### src/rtl/sccb_master.sv
// SCCB master: 3-phase register writes and 2-phase-write + 2-phase-read register reads.
// SIO_C comes from an internal divider; SIO_D is a split out/oe/in triple for an external IOBUF.
module sccb_master #(
  parameter int unsigned CLK_DIV    = 4,
  parameter logic [7:0]  SLAVE_ADDR = 8'h42
) (
  input  logic       clk,
  input  logic       rst,
  input  logic       start,
  input  logic       rw,
  input  logic [7:0] reg_address,
  input  logic [7:0] reg_data,
  output logic       busy,
  output logic       done,
  output logic [7:0] rd_data,
  output logic       sio_c,
  output logic       sio_d_out,
  output logic       sio_d_oe,
  input  logic       sio_d_in
);

  localparam int unsigned DIV_W   = (CLK_DIV > 2) ? $clog2(CLK_DIV) : 1;
  localparam int unsigned FRAME_W = 27;
  localparam int unsigned CNT_W   = 5;

  generate
    if (CLK_DIV < 2) begin : g_bad_div
      $error("sccb_master: CLK_DIV must be at least 2");
    end
  endgenerate

  typedef enum logic [2:0] {
    S_IDLE    = 3'd0,
    S_START   = 3'd1,
    S_LOW     = 3'd2,
    S_HIGH    = 3'd3,
    S_STOP_LO = 3'd4,
    S_STOP_HI = 3'd5,
    S_GAP1    = 3'd6,
    S_GAP2    = 3'd7
  } state_t;

  state_t             state_q, state_d;
  logic [DIV_W-1:0]   div_q;
  logic               tick;
  logic               accept;
  logic [FRAME_W-1:0] sh_q, sh_d;
  logic [CNT_W-1:0]   bit_q, bit_d;
  logic [CNT_W-1:0]   nxt_bit;
  logic               is_last;
  logic               rw_q, rw_d;
  logic               second_q, second_d;
  logic [7:0]         rd_sh_q, rd_sh_d;
  logic [7:0]         rd_data_d;
  logic               sio_c_d, sio_d_out_d, sio_d_oe_d, busy_d, done_d;

  // Master releases SIO_D on don't-care bits and, in the second read phase, on the data byte.
  function automatic logic bit_oe(input logic rd_phase, input logic [CNT_W-1:0] idx);
    if (rd_phase) return !((idx >= 5'd8) && (idx <= 5'd16));
    return !((idx == 5'd8) || (idx == 5'd17) || (idx == 5'd26));
  endfunction

  assign tick    = (state_q != S_IDLE) && (div_q == DIV_W'(CLK_DIV - 1));
  assign accept  = (state_q == S_IDLE) && start && !done;
  assign nxt_bit = bit_q + 5'd1;
  assign is_last = (bit_q == (rw_q ? 5'd17 : 5'd26));

  // T-tick divider, parked at zero while idle
  always_ff @(posedge clk) begin
    if (rst || (state_q == S_IDLE) || tick) div_q <= '0;
    else                                   div_q <= div_q + DIV_W'(1);
  end

  always_ff @(posedge clk) begin
    if (rst) state_q <= S_IDLE;
    else     state_q <= state_d;
  end

  always_comb begin
    state_d = state_q;
    case (state_q)
      S_IDLE:    if (accept) state_d = S_START;
      S_START:   if (tick) state_d = S_LOW;
      S_LOW:     if (tick) state_d = S_HIGH;
      S_HIGH:    if (tick) state_d = is_last ? S_STOP_LO : S_LOW;
      S_STOP_LO: if (tick) state_d = S_STOP_HI;
      S_STOP_HI: if (tick) state_d = (rw_q && !second_q) ? S_GAP1 : S_IDLE;
      S_GAP1:    if (tick) state_d = S_GAP2;
      S_GAP2:    if (tick) state_d = S_START;
      default:   state_d = S_IDLE;
    endcase
  end

  // Next values of the bus pins, handshake and shift registers; all change on ticks or accept
  always_comb begin
    sh_d        = sh_q;
    bit_d       = bit_q;
    rw_d        = rw_q;
    second_d    = second_q;
    rd_sh_d     = rd_sh_q;
    rd_data_d   = rd_data;
    sio_c_d     = sio_c;
    sio_d_out_d = sio_d_out;
    sio_d_oe_d  = sio_d_oe;
    busy_d      = busy;
    done_d      = 1'b0;
    case (state_q)
      S_IDLE: begin
        if (accept) begin
          sh_d        = {SLAVE_ADDR, 1'b1, reg_address, 1'b1, reg_data, 1'b1};
          rw_d        = rw;
          second_d    = 1'b0;
          bit_d       = '0;
          busy_d      = 1'b1;
          sio_c_d     = 1'b1;
          sio_d_out_d = 1'b0;
          sio_d_oe_d  = 1'b1;
        end
      end
      S_START: begin
        if (tick) begin
          sio_c_d     = 1'b0;
          sio_d_out_d = sh_q[FRAME_W-1];
          sio_d_oe_d  = bit_oe(second_q, bit_q);
          sh_d        = {sh_q[FRAME_W-2:0], 1'b1};
        end
      end
      S_LOW: begin
        if (tick) begin
          sio_c_d = 1'b1;
          if (second_q && (bit_q >= 5'd9) && (bit_q <= 5'd16))
            rd_sh_d = {rd_sh_q[6:0], sio_d_in};
        end
      end
      S_HIGH: begin
        if (tick) begin
          sio_c_d = 1'b0;
          if (is_last) begin
            sio_d_out_d = 1'b0;
            sio_d_oe_d  = 1'b1;
          end else begin
            bit_d       = nxt_bit;
            sio_d_out_d = sh_q[FRAME_W-1];
            sio_d_oe_d  = bit_oe(second_q, nxt_bit);
            sh_d        = {sh_q[FRAME_W-2:0], 1'b1};
          end
        end
      end
      S_STOP_LO: begin
        if (tick) sio_c_d = 1'b1;
      end
      S_STOP_HI: begin
        if (tick) begin
          sio_d_out_d = 1'b1;
          if (rw_q && !second_q) begin
            // Second phase: read ID, don't-care, eight released bits, NA=1
            second_d = 1'b1;
            bit_d    = '0;
            sh_d     = {SLAVE_ADDR | 8'h01, 1'b1, 8'hFF, 1'b1, 9'h1FF};
          end else begin
            busy_d = 1'b0;
            done_d = 1'b1;
            if (rw_q) rd_data_d = rd_sh_q;
          end
        end
      end
      S_GAP2: begin
        if (tick) sio_d_out_d = 1'b0;
      end
      default: ;
    endcase
  end

  always_ff @(posedge clk) begin
    if (rst) begin
      sh_q      <= '0;
      bit_q     <= '0;
      rw_q      <= 1'b0;
      second_q  <= 1'b0;
      rd_sh_q   <= '0;
      rd_data   <= '0;
      sio_c     <= 1'b1;
      sio_d_out <= 1'b1;
      sio_d_oe  <= 1'b1;
      busy      <= 1'b0;
      done      <= 1'b0;
    end else begin
      sh_q      <= sh_d;
      bit_q     <= bit_d;
      rw_q      <= rw_d;
      second_q  <= second_d;
      rd_sh_q   <= rd_sh_d;
      rd_data   <= rd_data_d;
      sio_c     <= sio_c_d;
      sio_d_out <= sio_d_out_d;
      sio_d_oe  <= sio_d_oe_d;
      busy      <= busy_d;
      done      <= done_d;
    end
  end

endmodule
### config.mk
export PLATFORM = sky130hd
export DESIGN_NAME = sccb_master
export DESIGN_NICKNAME = d
export VERILOG_FILES = /design/src/rtl/sccb_master.sv
export SDC_FILE = /design/constraint.sdc
export NUM_CORES = 1
export LEC_CHECK = 0
export CAP_MARGIN = 5
export CORE_MARGIN = 2
export CORE_UTILIZATION = 51
export DETAILED_ROUTE_END_ITERATION = 10
export GPL_ROUTABILITY_DRIVEN = 0
export PLACE_DENSITY = 0.76
export SYNTH_ARGS = -nofsm -noshare
export SYNTH_HDL_FRONTEND = slang
export SYNTH_SLANG_ARGS = --single-unit
### constraint.sdc
create_clock -name clk -period 2 [get_ports clk]
set_input_delay 0.4 -clock clk [delete_from_list [all_inputs] [get_ports clk]]
set_output_delay 0.4 -clock clk [all_outputs]
set_load 0.02 [all_outputs]
==> results.ini <==
[timing]
fmax_mhz=541
final-setup-viol-count=0
rsz0062_at_grt=false
relSlewSlack=0.651
fin_worst_skew_ns=0.00908
hold_viol_final=0
fin_crit_sh=0.925
tns_ns=0
tightest_slew_ns=0.522
drv_slew=0
fin_crit_ns=1.85

[setup_path]
required_ns=2.21
rrSetupSlack_ns=0.15
cp.arrival_ns=2.06
cpPeakStageDelay_ns=0.36
cp-start-kind=flip-flop
startpoint=bit_q[1]
r2r_end=rd_sh_q[5]
slowest_stage=dfxtp_1
cp_max_fo=8
crit_chain=inv_1 -> ha_1 -> and4bb_1 -> o21ai_2 -> a2111oi_4 -> buf_12 -> mux2i_1 -> nor2_1
r2r_start=bit_q[1]
worst-setup-path-type=flip-flop to flip-flop
end_kind=flip-flop
reg2reg_depth=8

[route]
postRouteAntennaNets=0
dr.first_iter.drc_count=134
routed_via_density=5.66
vias=2585
drc=0
wl_per_cell_um=14.3
totalWireLength_mm=6.54
drt_first_pass_iters=4

[synth]
syn_area_um2=3050
synth_cells=335
postSynthRegisterBits=60
async_flop_share=0
synth-main-ff-cell=dfxtp_1
synth_edf_count=0
syn_nets=363
ys.warnings.count=0
synth_cell_types=60
yosysSeqAreaShare=0.394
synth_area_per_cell_um2=9.11

[finish]
layout-drive-gt1-share=0.204
final_util=0.645
final_nets=405
fill_cells=466
area_growth_syn_to_layout_pct=23.6
diodes=0
final_common_cell=dfxtp_1
final_cell_mix=dfxtp_1 (57), nor2_1 (37), nand2_1 (32), clkdlybuf4s50_1 (32), buf_4 (24)

[power_and_ir_drop]
p_leak_uw=0.00139
p_switching_uw=660
power_density_nw_per_um2=759
ir_worst_vdd_mv=0.435
pwr-share-comb=0.110
swShare=0.231
p_int_uw=2200
seqPwrFrac=0.448
power_frac_clock=0.442

[cts]
cts_buffers=9
clock_path_buffers=2
path_clk_slew_ns=0.07
cts_tree=done
clock-sinks=60
clk_latency_ns=0.33
cts_root_buf=clkbuf_8
h-tree-depth=3

[grt]
track_usage=0.209
grt_overflow=0
antenna_found_initial=0
use_met2=0.332
grt_pass1_vias=2336
grt_first_pass_wirelength_mm=10.7
busiest_layer=met2
grt_max_degree=42
globalRouteMet1Util=0.273
grtUsageMet3=0.0633

[die]
ioPinCount=34
row_count=28
dieHeight_um=81.3
core_um2=5850
die_width_um=81.3
dieArea_um2=6620
initial_core_util=0.521

[worst_hold_path]
min_path_type=input pin to flip-flop
hold_start=rst
worst_hold_path.endpoint=bit_q[2]
holdPathStages=2

[run_status]
outcome=completed

[placed_design]
io_buffer_count=33
post-dp-hpwl_mm=4.49

[flow_run]
maxCapViolations=0

## stage by stage
stage	hold WS, ns	total power, µW	area [µm²]	std cells	setup slack, ns
floorplan	0.407	1500	3050	335	0.0607
global placement	0.411	1600	3510	438	-0.0241
detailed placement	0.429	1610	3510	438	-0.0574
CTS	0.301	2880	3740	454	0.0302
global route	0.304	2980	3770	457	0.00537
finish	0.313	2860	3770	457	0.151
## worst max path at each step
| stage | slack [ns] | end | cells past startpoint |
|---|---|---|---|
| after floorplan | 0.06 | rd_sh_q[0] | 8 |
| after global placement | -0.02 | bit_q[1] | 7 |
| after detailed placement | -0.06 | bit_q[1] | 7 |
| after CTS | 0.03 | rd_sh_q[5] | 7 |
| after global routing | 0.005 | bit_q[1] | 7 |
| final | 0.15 | rd_sh_q[5] | 8 |
## per-layer routing
metal,vias up,share of wire
li1,1288,-
met1,1237,0.46
met2,56,0.49
met3,4,0.041
met4,0,0.0087
met5,-,0
## sequential cells by signal, summed over array words and instances, names as in the netlist
name / cells
rw_q: 1
busy: 1
div_q: 2
state_q: 3
rd_data: 8
sio_d_oe: 1
sh_q: 27
rd_sh_q: 8
done: 1
sio_d_out: 1
second_q: 1
sio_c: 1
bit_q: 5
## logic make-up (layout without fill, tap and decap cells)
group | count (synthesis) | in the layout | synth area share
and+or+nand+nor | 125 | 125 | 0.205
AOI/OAI and AO/OA | 89 | 89 | 0.248
muxes | 17 | 17 | 0.0558
DFF | 60 | 60 | 0.394
buffers and inverters | 34 | 81 | 0.0603
xor gates and xnor gates | 3 | 3 | 0.00862
adders and majority gates | 7 | 7 | 0.0287
## worst max-delay path: cells and delay by family (launching register included)
kind | cells | cell delay [ns]
AO/OA/AOI/OAI | 2 | 0.35
flip-flops | 1 | 0.36
multiplexers | 1 | 0.22
buffers and inverters | 2 | 0.30
AND/OR/NAND/NOR | 2 | 0.29
adder cells (fa/ha/maj) | 1 | 0.21
## final cells by class
cell class	count	area (µm²)	share of cell area
Inverter	6	22.5	0.00597
Timing Repair Buffer	59	546	0.145
Clock inverter	3	67.6	0.0179
Multi-Input combinational cell	241	1670	0.442
Clock buffer	13	169	0.0448
Sequential cell	60	1200	0.320
Tap cell	75	93.8	0.0249
## power groups by stage
stage	registers [µW]	logic (µW)	clock network, µW
after detailed placement	1310	305	0
after global placement	1310	297	0
after CTS	1280	306	1290
after global routing	1290	342	1350
final	1280	314	1270
after floorplan	1300	203	0
## cells in the mapped netlist (all sizes together), types with 2 or more instances
cell,instances,area (µm²)
nor2b,6,45.0
o221ai,18,244
a211oi,4,30.0
o21a,3,22.5
clkbuf,11,41.3
nor3,14,70.1
mux2i,17,170
nand3b,3,22.5
nand3,9,45.0
o2bb2ai,2,17.5
and3,2,12.5
nor2,37,139
nand2,34,133
nand2b,4,25.0
o21ai,12,75.1
and4bb,3,41.3
or2,2,12.5
ha,7,87.6
inv,6,22.5
a21oi,33,203
dfxtp,60,1200
and2,3,18.8
a21o,2,15.0
o2111ai,2,17.5
a21boi,2,15.0
buf,17,120
xor2,2,17.5
## what timing repair did
action | in CTS | in global routing
hold buffers | 0 | 0
gates resized for setup | 0 | 4
endpoints found under the hold margin | 0 | 0
endpoints found under the setup margin | 0 | 42
buffers inserted | 0 | 3
Note: power is estimated with default switching activity, not from simulation.
